===== config.mk =====
export PLATFORM = sky130hd
export DESIGN_NAME = aes_round_tail
export DESIGN_NICKNAME = d
export VERILOG_FILES = /design/src/rtl/aes_round_tail.sv
export SDC_FILE = /design/constraint.sdc
export NUM_CORES = 2
export LEC_CHECK = 0
export ABC_AREA = 1
export ABC_CLOCK_PERIOD_IN_PS = 36300
export BUFFER_PORTS_ARGS = -buffer_cell sky130_fd_sc_hd__buf_2
export CORE_UTILIZATION = 40
export CTS_BUF_LIST = sky130_fd_sc_hd__clkbuf_8
export CTS_CLUSTER_DIAMETER = 80
export DETAILED_ROUTE_END_ITERATION = 10
export RECOVER_POWER = 100
export SYNTH_ARGS = -nofsm -noshare
export SYNTH_HDL_FRONTEND = slang
export SYNTH_SLANG_ARGS = --single-unit

===== constraint.sdc =====
create_clock -name clk -period 36.3 [get_ports clk]
set_input_delay 7.26 -clock clk [delete_from_list [all_inputs] [get_ports clk]]
set_output_delay 7.26 -clock clk [all_outputs]
set_load 0.1 [all_outputs]

===== src/rtl/aes_round_tail.sv =====
// ---------------------------------------------------------------------------
// aes_round_tail
//
// Two-stage pipelined AES round back-end. It sits behind the 16-byte SubBytes
// array and finishes the round:
//   encrypt (sc=0): ShiftRows -> MixColumns (skipped when last) -> AddRoundKey
//   decrypt (sc=1): AddRoundKey -> InvMixColumns (skipped when last) -> InvShiftRows
//
// Stage 1 does the cheap byte permutation (encrypt) or the key XOR (decrypt).
// Stage 2 does the column mixing and the remaining half of the round.
//
// Ports
//   clk        rising-edge clock
//   rst        asynchronous active-high reset
//   sc         direction per beat: 0 = encrypt, 1 = decrypt
//   in_valid   input beat valid
//   in_ready   stage can accept a beat (combinational)
//   in_data    SubBytes output, byte 0 = [127:120], column-major
//              (byte k = row k%4, column k/4)
//   in_key     round key, same byte order
//   in_last    final round: skip (Inv)MixColumns
//   in_tag     round number tag (only with AES_ROUND_TAG_EN)
//   out_tag    tag of the beat on out_data (only with AES_ROUND_TAG_EN)
//   out_valid  result valid
//   out_ready  downstream accepts
//   out_data   round result
//
// Handshake: a beat moves across an interface on the rising clock edge where
// valid && ready are both high. A producer holding valid low may change its
// data freely; out_valid/out_data (and out_tag) stay stable while out_valid is
// high and out_ready is low. Capacity is two beats, delivered in order.
//
// Parameters
//   DW                  state/key width, must be 128
//   ZERO_DATA_ON_RESET  1: data registers clear on reset; 0: only control clears
//
// Optional feature macro: AES_ROUND_TAG_EN (adds in_tag/out_tag, 4 bits each,
// carried alongside each beat through both stages).
// ---------------------------------------------------------------------------
module aes_round_tail #(
    parameter int DW                 = 128,
    parameter int ZERO_DATA_ON_RESET = 1
) (
    input  logic          clk,
    input  logic          rst,
    input  logic          sc,
    input  logic          in_valid,
    output logic          in_ready,
    input  logic [DW-1:0] in_data,
    input  logic [DW-1:0] in_key,
    input  logic          in_last,
`ifdef AES_ROUND_TAG_EN
    input  logic [3:0]    in_tag,
    output logic [3:0]    out_tag,
`endif
    output logic          out_valid,
    input  logic          out_ready,
    output logic [DW-1:0] out_data
);

    // The byte shuffles below are written for a 128-bit state only.
    generate
        if (DW != 128) begin : g_bad_dw
            $error("aes_round_tail: DW must be 128");
        end
    endgenerate

    // -----------------------------------------------------------------------
    // GF(2^8) helpers, reduction polynomial 0x11B
    // -----------------------------------------------------------------------
    function automatic logic [7:0] xtime(input logic [7:0] b);
        return {b[6:0], 1'b0} ^ (b[7] ? 8'h1b : 8'h00);
    endfunction

    // MixColumns on one column {a0,a1,a2,a3}, a0 in the top byte.
    function automatic logic [31:0] mix_col(input logic [31:0] col);
        logic [7:0] a0, a1, a2, a3;
        logic [7:0] x0, x1, x2, x3;
        {a0, a1, a2, a3} = col;
        x0 = xtime(a0);
        x1 = xtime(a1);
        x2 = xtime(a2);
        x3 = xtime(a3);
        return {x0 ^ x1 ^ a1 ^ a2 ^ a3,
                a0 ^ x1 ^ x2 ^ a2 ^ a3,
                a0 ^ a1 ^ x2 ^ x3 ^ a3,
                x0 ^ a0 ^ a1 ^ a2 ^ x3};
    endfunction

    // InvMixColumns on one column. Coefficients 9/11/13/14 are built from the
    // doubling chain 2a, 4a, 8a:
    //   9a = 8a^a, 11a = 8a^2a^a, 13a = 8a^4a^a, 14a = 8a^4a^2a
    function automatic logic [31:0] inv_mix_col(input logic [31:0] col);
        logic [3:0][7:0] a;
        logic [3:0][7:0] m2, m4, m8;
        logic [3:0][7:0] m9, m11, m13, m14;
        a = col;
        for (int i = 0; i < 4; i++) begin
            m2[i]  = xtime(a[i]);
            m4[i]  = xtime(m2[i]);
            m8[i]  = xtime(m4[i]);
            m9[i]  = m8[i] ^ a[i];
            m11[i] = m8[i] ^ m2[i] ^ a[i];
            m13[i] = m8[i] ^ m4[i] ^ a[i];
            m14[i] = m8[i] ^ m4[i] ^ m2[i];
        end
        // a[3] is row 0 of the column (top byte), a[0] is row 3.
        return {m14[3] ^ m11[2] ^ m13[1] ^ m9[0],
                m9[3]  ^ m14[2] ^ m11[1] ^ m13[0],
                m13[3] ^ m9[2]  ^ m14[1] ^ m11[0],
                m11[3] ^ m13[2] ^ m9[1]  ^ m14[0]};
    endfunction

    function automatic logic [127:0] mix_columns(input logic [127:0] s);
        logic [3:0][31:0] c;
        logic [3:0][31:0] m;
        c = s;
        for (int i = 0; i < 4; i++) begin
            m[i] = mix_col(c[i]);
        end
        return m;
    endfunction

    function automatic logic [127:0] inv_mix_columns(input logic [127:0] s);
        logic [3:0][31:0] c;
        logic [3:0][31:0] m;
        c = s;
        for (int i = 0; i < 4; i++) begin
            m[i] = inv_mix_col(c[i]);
        end
        return m;
    endfunction

    // -----------------------------------------------------------------------
    // Row rotations. With the packed view b = s, state byte k lives in
    // b[15-k]; byte k sits at row k%4, column k/4.
    // -----------------------------------------------------------------------
    // Row r rotates left by r columns: out(r,c) = in(r,(c+r)%4).
    function automatic logic [127:0] shift_rows(input logic [127:0] s);
        logic [15:0][7:0] b;
        b = s;
        return {b[15], b[10], b[5],  b[0],
                b[11], b[6],  b[1],  b[12],
                b[7],  b[2],  b[13], b[8],
                b[3],  b[14], b[9],  b[4]};
    endfunction

    // Row r rotates right by r columns: out(r,c) = in(r,(c-r)%4).
    function automatic logic [127:0] inv_shift_rows(input logic [127:0] s);
        logic [15:0][7:0] b;
        b = s;
        return {b[15], b[2],  b[5],  b[8],
                b[11], b[14], b[1],  b[4],
                b[7],  b[10], b[13], b[0],
                b[3],  b[6],  b[9],  b[12]};
    endfunction

    // -----------------------------------------------------------------------
    // Pipeline control
    // -----------------------------------------------------------------------
    logic         r_s1_valid;
    logic         r_s1_last;
    logic         r_s1_sc;
    logic [127:0] r_s1_data;
    logic [127:0] r_s1_key;
    logic         r_s2_valid;
    logic [127:0] r_s2_data;

    logic         w_s1_en;
    logic         w_s2_en;
    logic         w_in_fire;
    logic         w_s2_load;

    // Each stage may advance when it is empty or when the stage after it is
    // advancing, so a full pipe still moves one beat per cycle under out_ready.
    assign w_s2_en   = !r_s2_valid || out_ready;
    assign w_s1_en   = !r_s1_valid || w_s2_en;
    assign in_ready  = w_s1_en;
    assign w_in_fire = in_valid && w_s1_en;
    assign w_s2_load = w_s2_en && r_s1_valid;

    always_ff @(posedge clk or posedge rst) begin
        if (rst) begin
            r_s1_valid <= 1'b0;
            r_s2_valid <= 1'b0;
            r_s1_last  <= 1'b0;
            r_s1_sc    <= 1'b0;
        end else begin
            if (w_s1_en) begin
                r_s1_valid <= in_valid;
            end
            if (w_s2_en) begin
                r_s2_valid <= r_s1_valid;
            end
            if (w_in_fire) begin
                r_s1_last <= in_last;
                r_s1_sc   <= sc;
            end
        end
    end

    // -----------------------------------------------------------------------
    // Datapath
    // -----------------------------------------------------------------------
    logic [127:0] w_s1_next;
    logic [127:0] w_enc_mix;
    logic [127:0] w_enc_out;
    logic [127:0] w_dec_mix;
    logic [127:0] w_dec_out;
    logic [127:0] w_s2_next;

    // Stage 1: encrypt permutes bytes, decrypt removes the round key.
    assign w_s1_next = sc ? (in_data ^ in_key) : shift_rows(in_data);

    // Stage 2: the key is only still needed on the encrypt path.
    assign w_enc_mix = r_s1_last ? r_s1_data : mix_columns(r_s1_data);
    assign w_enc_out = w_enc_mix ^ r_s1_key;
    assign w_dec_mix = r_s1_last ? r_s1_data : inv_mix_columns(r_s1_data);
    assign w_dec_out = inv_shift_rows(w_dec_mix);
    assign w_s2_next = r_s1_sc ? w_dec_out : w_enc_out;

    generate
        if (ZERO_DATA_ON_RESET != 0) begin : g_data_rst
            always_ff @(posedge clk or posedge rst) begin
                if (rst) begin
                    r_s1_data <= '0;
                    r_s1_key  <= '0;
                    r_s2_data <= '0;
                end else begin
                    if (w_in_fire) begin
                        r_s1_data <= w_s1_next;
                        r_s1_key  <= in_key;
                    end
                    if (w_s2_load) begin
                        r_s2_data <= w_s2_next;
                    end
                end
            end
        end else begin : g_data_norst
            always_ff @(posedge clk) begin
                if (w_in_fire) begin
                    r_s1_data <= w_s1_next;
                    r_s1_key  <= in_key;
                end
                if (w_s2_load) begin
                    r_s2_data <= w_s2_next;
                end
            end
        end
    endgenerate

    assign out_valid = r_s2_valid;
    assign out_data  = r_s2_data;

`ifdef AES_ROUND_TAG_EN
    // Tag follows its beat with the same load enables as the data.
    logic [3:0] r_s1_tag;
    logic [3:0] r_s2_tag;

    always_ff @(posedge clk or posedge rst) begin
        if (rst) begin
            r_s1_tag <= 4'd0;
            r_s2_tag <= 4'd0;
        end else begin
            if (w_in_fire) begin
                r_s1_tag <= in_tag;
            end
            if (w_s2_load) begin
                r_s2_tag <= r_s1_tag;
            end
        end
    end

    assign out_tag = r_s2_tag;
`endif

endmodule


# Yosys cells after proc, flatten, opt, wreduce, memory -nomap -nowiden
# Index checks and enable logic that the tools add are counted.
[classes] n_mux=52 n_reduce_logical=6 n_bitwise=258
[op_table] op="$xor A8 B8 Y8" count=208
[op_table] op="$mux W128" count=4
[op_table] op="$xor A8 B5 Y8" count=48
[op_table] op="$xor A128 B128 Y128" count=2
[op_table] op="$mux W5" count=48
[op_table] op="$logic_and A1 B1 Y1" count=2
[op_table] op="$logic_not A1 Y1" count=2
[op_table] op="$logic_or A1 B1 Y1" count=2
[word_totals] output_inout_bits=130 ff_bits=388

# Logic depth before layout (Yosys ltp)
[depth] ltp_word=13 depth_mapped=19 depth_no_buf=18

# Least setup slack after synthesis
# Ideal clock, no wire load.
[synth_timing] path_type="in2out" from="input out_ready" to="output in_ready" setup_slack_ns=20.972 path_stages=2 arrival_time_ns=8.068 n_path_buf=0 required_ns=29.040 path_cell_list="inv_1 nand3_1"
[synth_between] elab_chain_len=2
[synth_rtl] element="from (decl)" line_no="57" rtl="input logic out_ready,"
[synth_rtl] element="$logic_or A1 B1 Y1" line_no="176" rtl="assign w_s2_en = !r_s2_valid || out_ready;"
[synth_rtl] element="$logic_or A1 B1 Y1" line_no="177" rtl="assign w_s1_en = !r_s1_valid || w_s2_en;"
[synth_rtl] element="to (decl)" line_no="48" rtl="output logic in_ready,"
# Every way passes these cells.

==> results.md <==
Yosys:
- Summing the areas of all and, or, nand and nor instances in the mapped netlist gives 35.2% of the synthesized area.
- The combinational family with the most area after synthesis is simple AND/OR/NAND/NOR gates.
- The share of the synthesized area in compound gates (AO/OA/AOI/OAI) is 8.57%.
- Yosys printed 0 warnings.
- Of all cell types, the one taking the most synthesized area is sky130_fd_sc_hd__nand2_1.
- After Yosys synthesis, XOR and XNOR cells account for 23.1% of the synthesized area.
- In the synthesized netlist, the number of instances is 6235.
- By area the synthesized netlist is led by sky130_fd_sc_hd__nand2_1 25%, sky130_fd_sc_hd__dfrtp_1 25%, sky130_fd_sc_hd__xor2_1 15%, sky130_fd_sc_hd__xnor2_1 6.2%, sky130_fd_sc_hd__nand3_1 4.1%.
- The register bit total from synthesis is 388.
- The most used flip-flop cell after synthesis is sky130_fd_sc_hd__dfrtp_1.
- Of the synthesized area, sequential elements account for 24.8%.
- The number of distinct library cells after synthesis is 39.
- Of the post-synthesis cell area, the dominant cell type holds 24.9%.
- Of all flip-flops after synthesis, the portion carrying an async set or reset was 100%.
- The netlist area before placement is 0.0391 mm2.
- The fraction of the mapped netlist area in adder cells is 0%.
- The number of flops mapped to enable cells by yosys is 0.
- The synthesized netlist net count is 6497.
- The average size of a mapped cell is 6.28 um2.
- The multiplexer share of the synthesized area is 0%.

Floorplanning:
- After floorplanning, the core was sized to cover 0.0969 mm2.
- The die footprint is 0.0991 mm2.
- The number of ports placed on the die boundary is 392.
- The horizontal extent of the die is 315 um.
- From bottom edge to top edge, the die measures 315 um.
- The starting density of the core is 40.4%.
- After floorplanning, the core was divided into 114 placement rows.

Route:
- In this run the top signal layer used is met5.
- In the routed design, unresolved DRC markers number 66.
- The sum of routed wire length over all layers is 182000 um.
- The antenna violation net count after detailed routing is 0.
- The detailed-routed wire length on met2 is 78700 um.
- The first routing iteration left 4576 violations.
- The length of the first detailed-routing pass in iterations is 9.
- After detailed routing, the average wire length per cell comes to 23.5 um.
- Across all layers, the routed design uses 41500 vias.
- The met3 wirelength from detailed routing is 17700 um.
- Using the TritonRoute via totals, the vias-per-cell ratio works out to 5.33.
- For this block, wires on met1 add up to 79900 um.

Timing:
- In the finished design, the share of the clock period the worst path needs comes to 47.0%.
- The final critical-path required period is 17.07 ns.
- The final setup violation count is 0.
- Setup repair after global routing left no endpoint under its margin.
- On the final layout, the worst clock skew is 0.0488 ns.
- In the final timing run, aggregate negative setup slack is 0 ns.
- The number of endpoints with negative hold slack in the final report is 0.
- The slew at the pin closest to its max-slew limit is 5.79 ns.
- The worst path meets setup with 19.23 ns of slack.
- In this run the tightest slew margin relative to its limit is -288%.
- Derived from the worst setup path, the maximum achievable clock frequency is 0.0586 GHz.
- The number of pins with negative max-slew slack in the final report is 1192.
- Hold is met by 0.485 ns.

Worst setup path:
- The critical path contains buffers and inverters numbering 5 combined.
- The signal on the critical path passes through buf_2 > clkinvlp_2 > clkbuf_1 > clkbuf_1 > clkbuf_1.
- For this run, the slowest stage of the critical path takes 2.82 ns.
- The type of element launching the critical path is a primary input.
- Data on the critical path arrives at its endpoint at 17.13 ns.
- Broken down by cell family, the worst path's largest delay share belongs to buffers and inverters.
- Data on the critical path is required at its endpoint by 36.35 ns.
- The most common cell type on the critical path is sky130_fd_sc_hd__clkbuf_1.
- The critical path's slowest cell is sky130_fd_sc_hd__clkbuf_1.
- The setup path with the least slack is of type in -> async.
- STA classifies the critical path endpoint as an async pin.
- In this run the worst path has a maximum fanout of 72.

CTS:
- The CTS tree is built.
- The tree is rooted in a sky130_fd_sc_hd__clkbuf_8.
- The number of buffers created by CTS is 78.
- The clock net sink count is 388.
- The number of gates resized after CTS was 0.
- The clock passes through at most 3 buffers.
- The deepest level of the CTS H-tree is 3.
- After clock tree synthesis, the clock-pin slew on the worst setup and hold paths is 0.05 ns.
- The number of hold buffers added after CTS is 0.
- For the worst-skew pair, the clock arrives at the later sink with an insertion delay of 0.76 ns.
- Post-CTS timing repair inserted 0 buffers for setup.

Placement:
- The placed cell count is 7629.
- Detailed placement finished with a half-perimeter wire length of 140000 um.
- Routability-driven placement finished with a final weighted congestion of 0.998.
- Summing all placed instances gives a cell area of 0.0415 mm2.
- Buffers placed on the I/O ports in this run total 391.
- The setup slack after placement is 21.06 ns.

Global route:
- The overall overflow remaining after global route is 0.
- Entering global routing, the biggest net connects 165 pins.
- The first global-routing pass estimated 260000 um of wire.
- The total global routing track utilization is 35.9%.
- The number of antenna violations at the first check in global routing is 13.
- The via count of the first global-routing pass came to 37400.

Cells and area:
- At the end of the flow, the number of nets in the layout was 6695.
- In the layout the commonest cells are 2599 x sky130_fd_sc_hd__nand2_1, 678 x sky130_fd_sc_hd__xor2_1, 437 x sky130_fd_sc_hd__inv_1.
- The most common cell after layout, fill and taps aside is sky130_fd_sc_hd__nand2_1.
- At the end of the flow the core is filled with cells to 44.2%.
- Once layout is done, the placed cells without fillers occupy 0.0429 mm2.
- The post-route netlist has 8.53% of its cells at a drive strength greater than 1.
- The fill cell instance count of the final layout is 10500.
- Excluding fillers, the count of instances in the completed layout stands at 7775.
- The area added between synthesis and finish is 9.48%.

Min path:
- The class of the worst hold path is reg -> reg.

Pwr:
- The maximum vdd drop is 79.4 uV.
- For this design the ratio of total power to cell area is 95.1 mW/mm2.
- For this design the static power due to leakage is 22.9 nW.
- The design draws 4.08 mW.

Run status:
- The flow ran to the end, but the final reports show violations.
- The final reports fail on design-rule violations, max-capacitance violations, max-slew violations.

Job:
- The tool flagged a number of max-cap violations equal to 17.
## worst paths after layout
kind	from	end	slack (ns)	cells after the start
hold reg to reg	out_data[127]$_DFFE_PP0P_	out_data[127]$_DFFE_PP0P_	0.49	2
setup reg to reg	out_valid$_DFFE_PP0P_	r_s1_data[86]$_DFFE_PP0P_	27.17	7
setup / recovery	rst	out_data[29]$_DFFE_PP0P_	19.23	5
hold / removal	out_data[127]$_DFFE_PP0P_	out_data[127]$_DFFE_PP0P_	0.49	2
max in group clk	out_ready	in_ready	20.69	4
min in group asynchronous	rst	r_s1_data[123]$_DFFE_PP0P_	7.48	2
## cell type report
class	count	area [um2]	area share [%]
antenna	6	15.0	0.0350
clock buffer	97	1340	3.12
clock inverter	43	256	0.599
inverter	470	1780	4.16
multi-input combinational	5073	26200	61.1
sequential	388	9720	22.7
tap	1276	1600	3.73
timing repair buffer	422	1980	4.61
## cells by family after synthesis
kind of cell	count (synthesis)
compound gates	638
xor+xnor	989
buf+inv	774
flops	388
simple gates	3446
## flip-flops by register name, summed over array words and instances (netlist names)
register,count
out_data,128
r_s1_sc,1
out_valid,1
r_s1_data,128
r_s1_last,1
r_s1_key,128
r_s1_valid,1
## cells in the mapped netlist (2+ instances only)
master / count
sky130_fd_sc_hd__inv_2: 44
sky130_fd_sc_hd__clkbuf_1: 123
sky130_fd_sc_hd__or2_1: 10
sky130_fd_sc_hd__xnor2_1: 275
sky130_fd_sc_hd__inv_4: 3
sky130_fd_sc_hd__xnor2_4: 4
sky130_fd_sc_hd__o22ai_1: 104
sky130_fd_sc_hd__nand4_1: 6
sky130_fd_sc_hd__or2_0: 4
sky130_fd_sc_hd__xor2_1: 678
sky130_fd_sc_hd__or2_2: 12
sky130_fd_sc_hd__nand3_1: 319
sky130_fd_sc_hd__buf_1: 42
sky130_fd_sc_hd__a31oi_1: 20
sky130_fd_sc_hd__inv_1: 414
sky130_fd_sc_hd__clkinv_1: 8
sky130_fd_sc_hd__o21ai_0: 306
sky130_fd_sc_hd__nand2_2: 53
sky130_fd_sc_hd__xnor2_2: 11
sky130_fd_sc_hd__dfrtp_1: 388
sky130_fd_sc_hd__clkbuf_2: 2
sky130_fd_sc_hd__nor2_1: 384
sky130_fd_sc_hd__nand2b_1: 5
sky130_fd_sc_hd__buf_6: 12
sky130_fd_sc_hd__xor2_4: 5
sky130_fd_sc_hd__nand2_4: 8
sky130_fd_sc_hd__nand2_1: 2599
sky130_fd_sc_hd__buf_2: 86
sky130_fd_sc_hd__a21oi_1: 169
sky130_fd_sc_hd__buf_4: 39
sky130_fd_sc_hd__o21ai_1: 36
sky130_fd_sc_hd__nor3_1: 2
sky130_fd_sc_hd__nand3b_1: 43
sky130_fd_sc_hd__xor2_2: 16
## metal layers
metal / track usage (%) / vias to the layer above
met1: 50.7 / 19400
met3: 6.87 / 278
met2: 54.9 / 2105
li1: - / 19600
met4: 11.1 / 4
met5: 0 / -
## report_power, final
group	switching [mW]	internal, mW
logic	2.07	0.763
registers	0.215	0.549
clock network	0.228	0.250
total	2.51	1.56
## worst reg2reg max path: cells and delay by family, from the launching register on
family,cells,cell delay [ns]
buffers and inverters,3,7.63
AO/OA/AOI/OAI,2,0.64
AND/OR/NAND/NOR,2,0.26
flip-flops,1,0.38
Power figures use the tool's default switching activity.
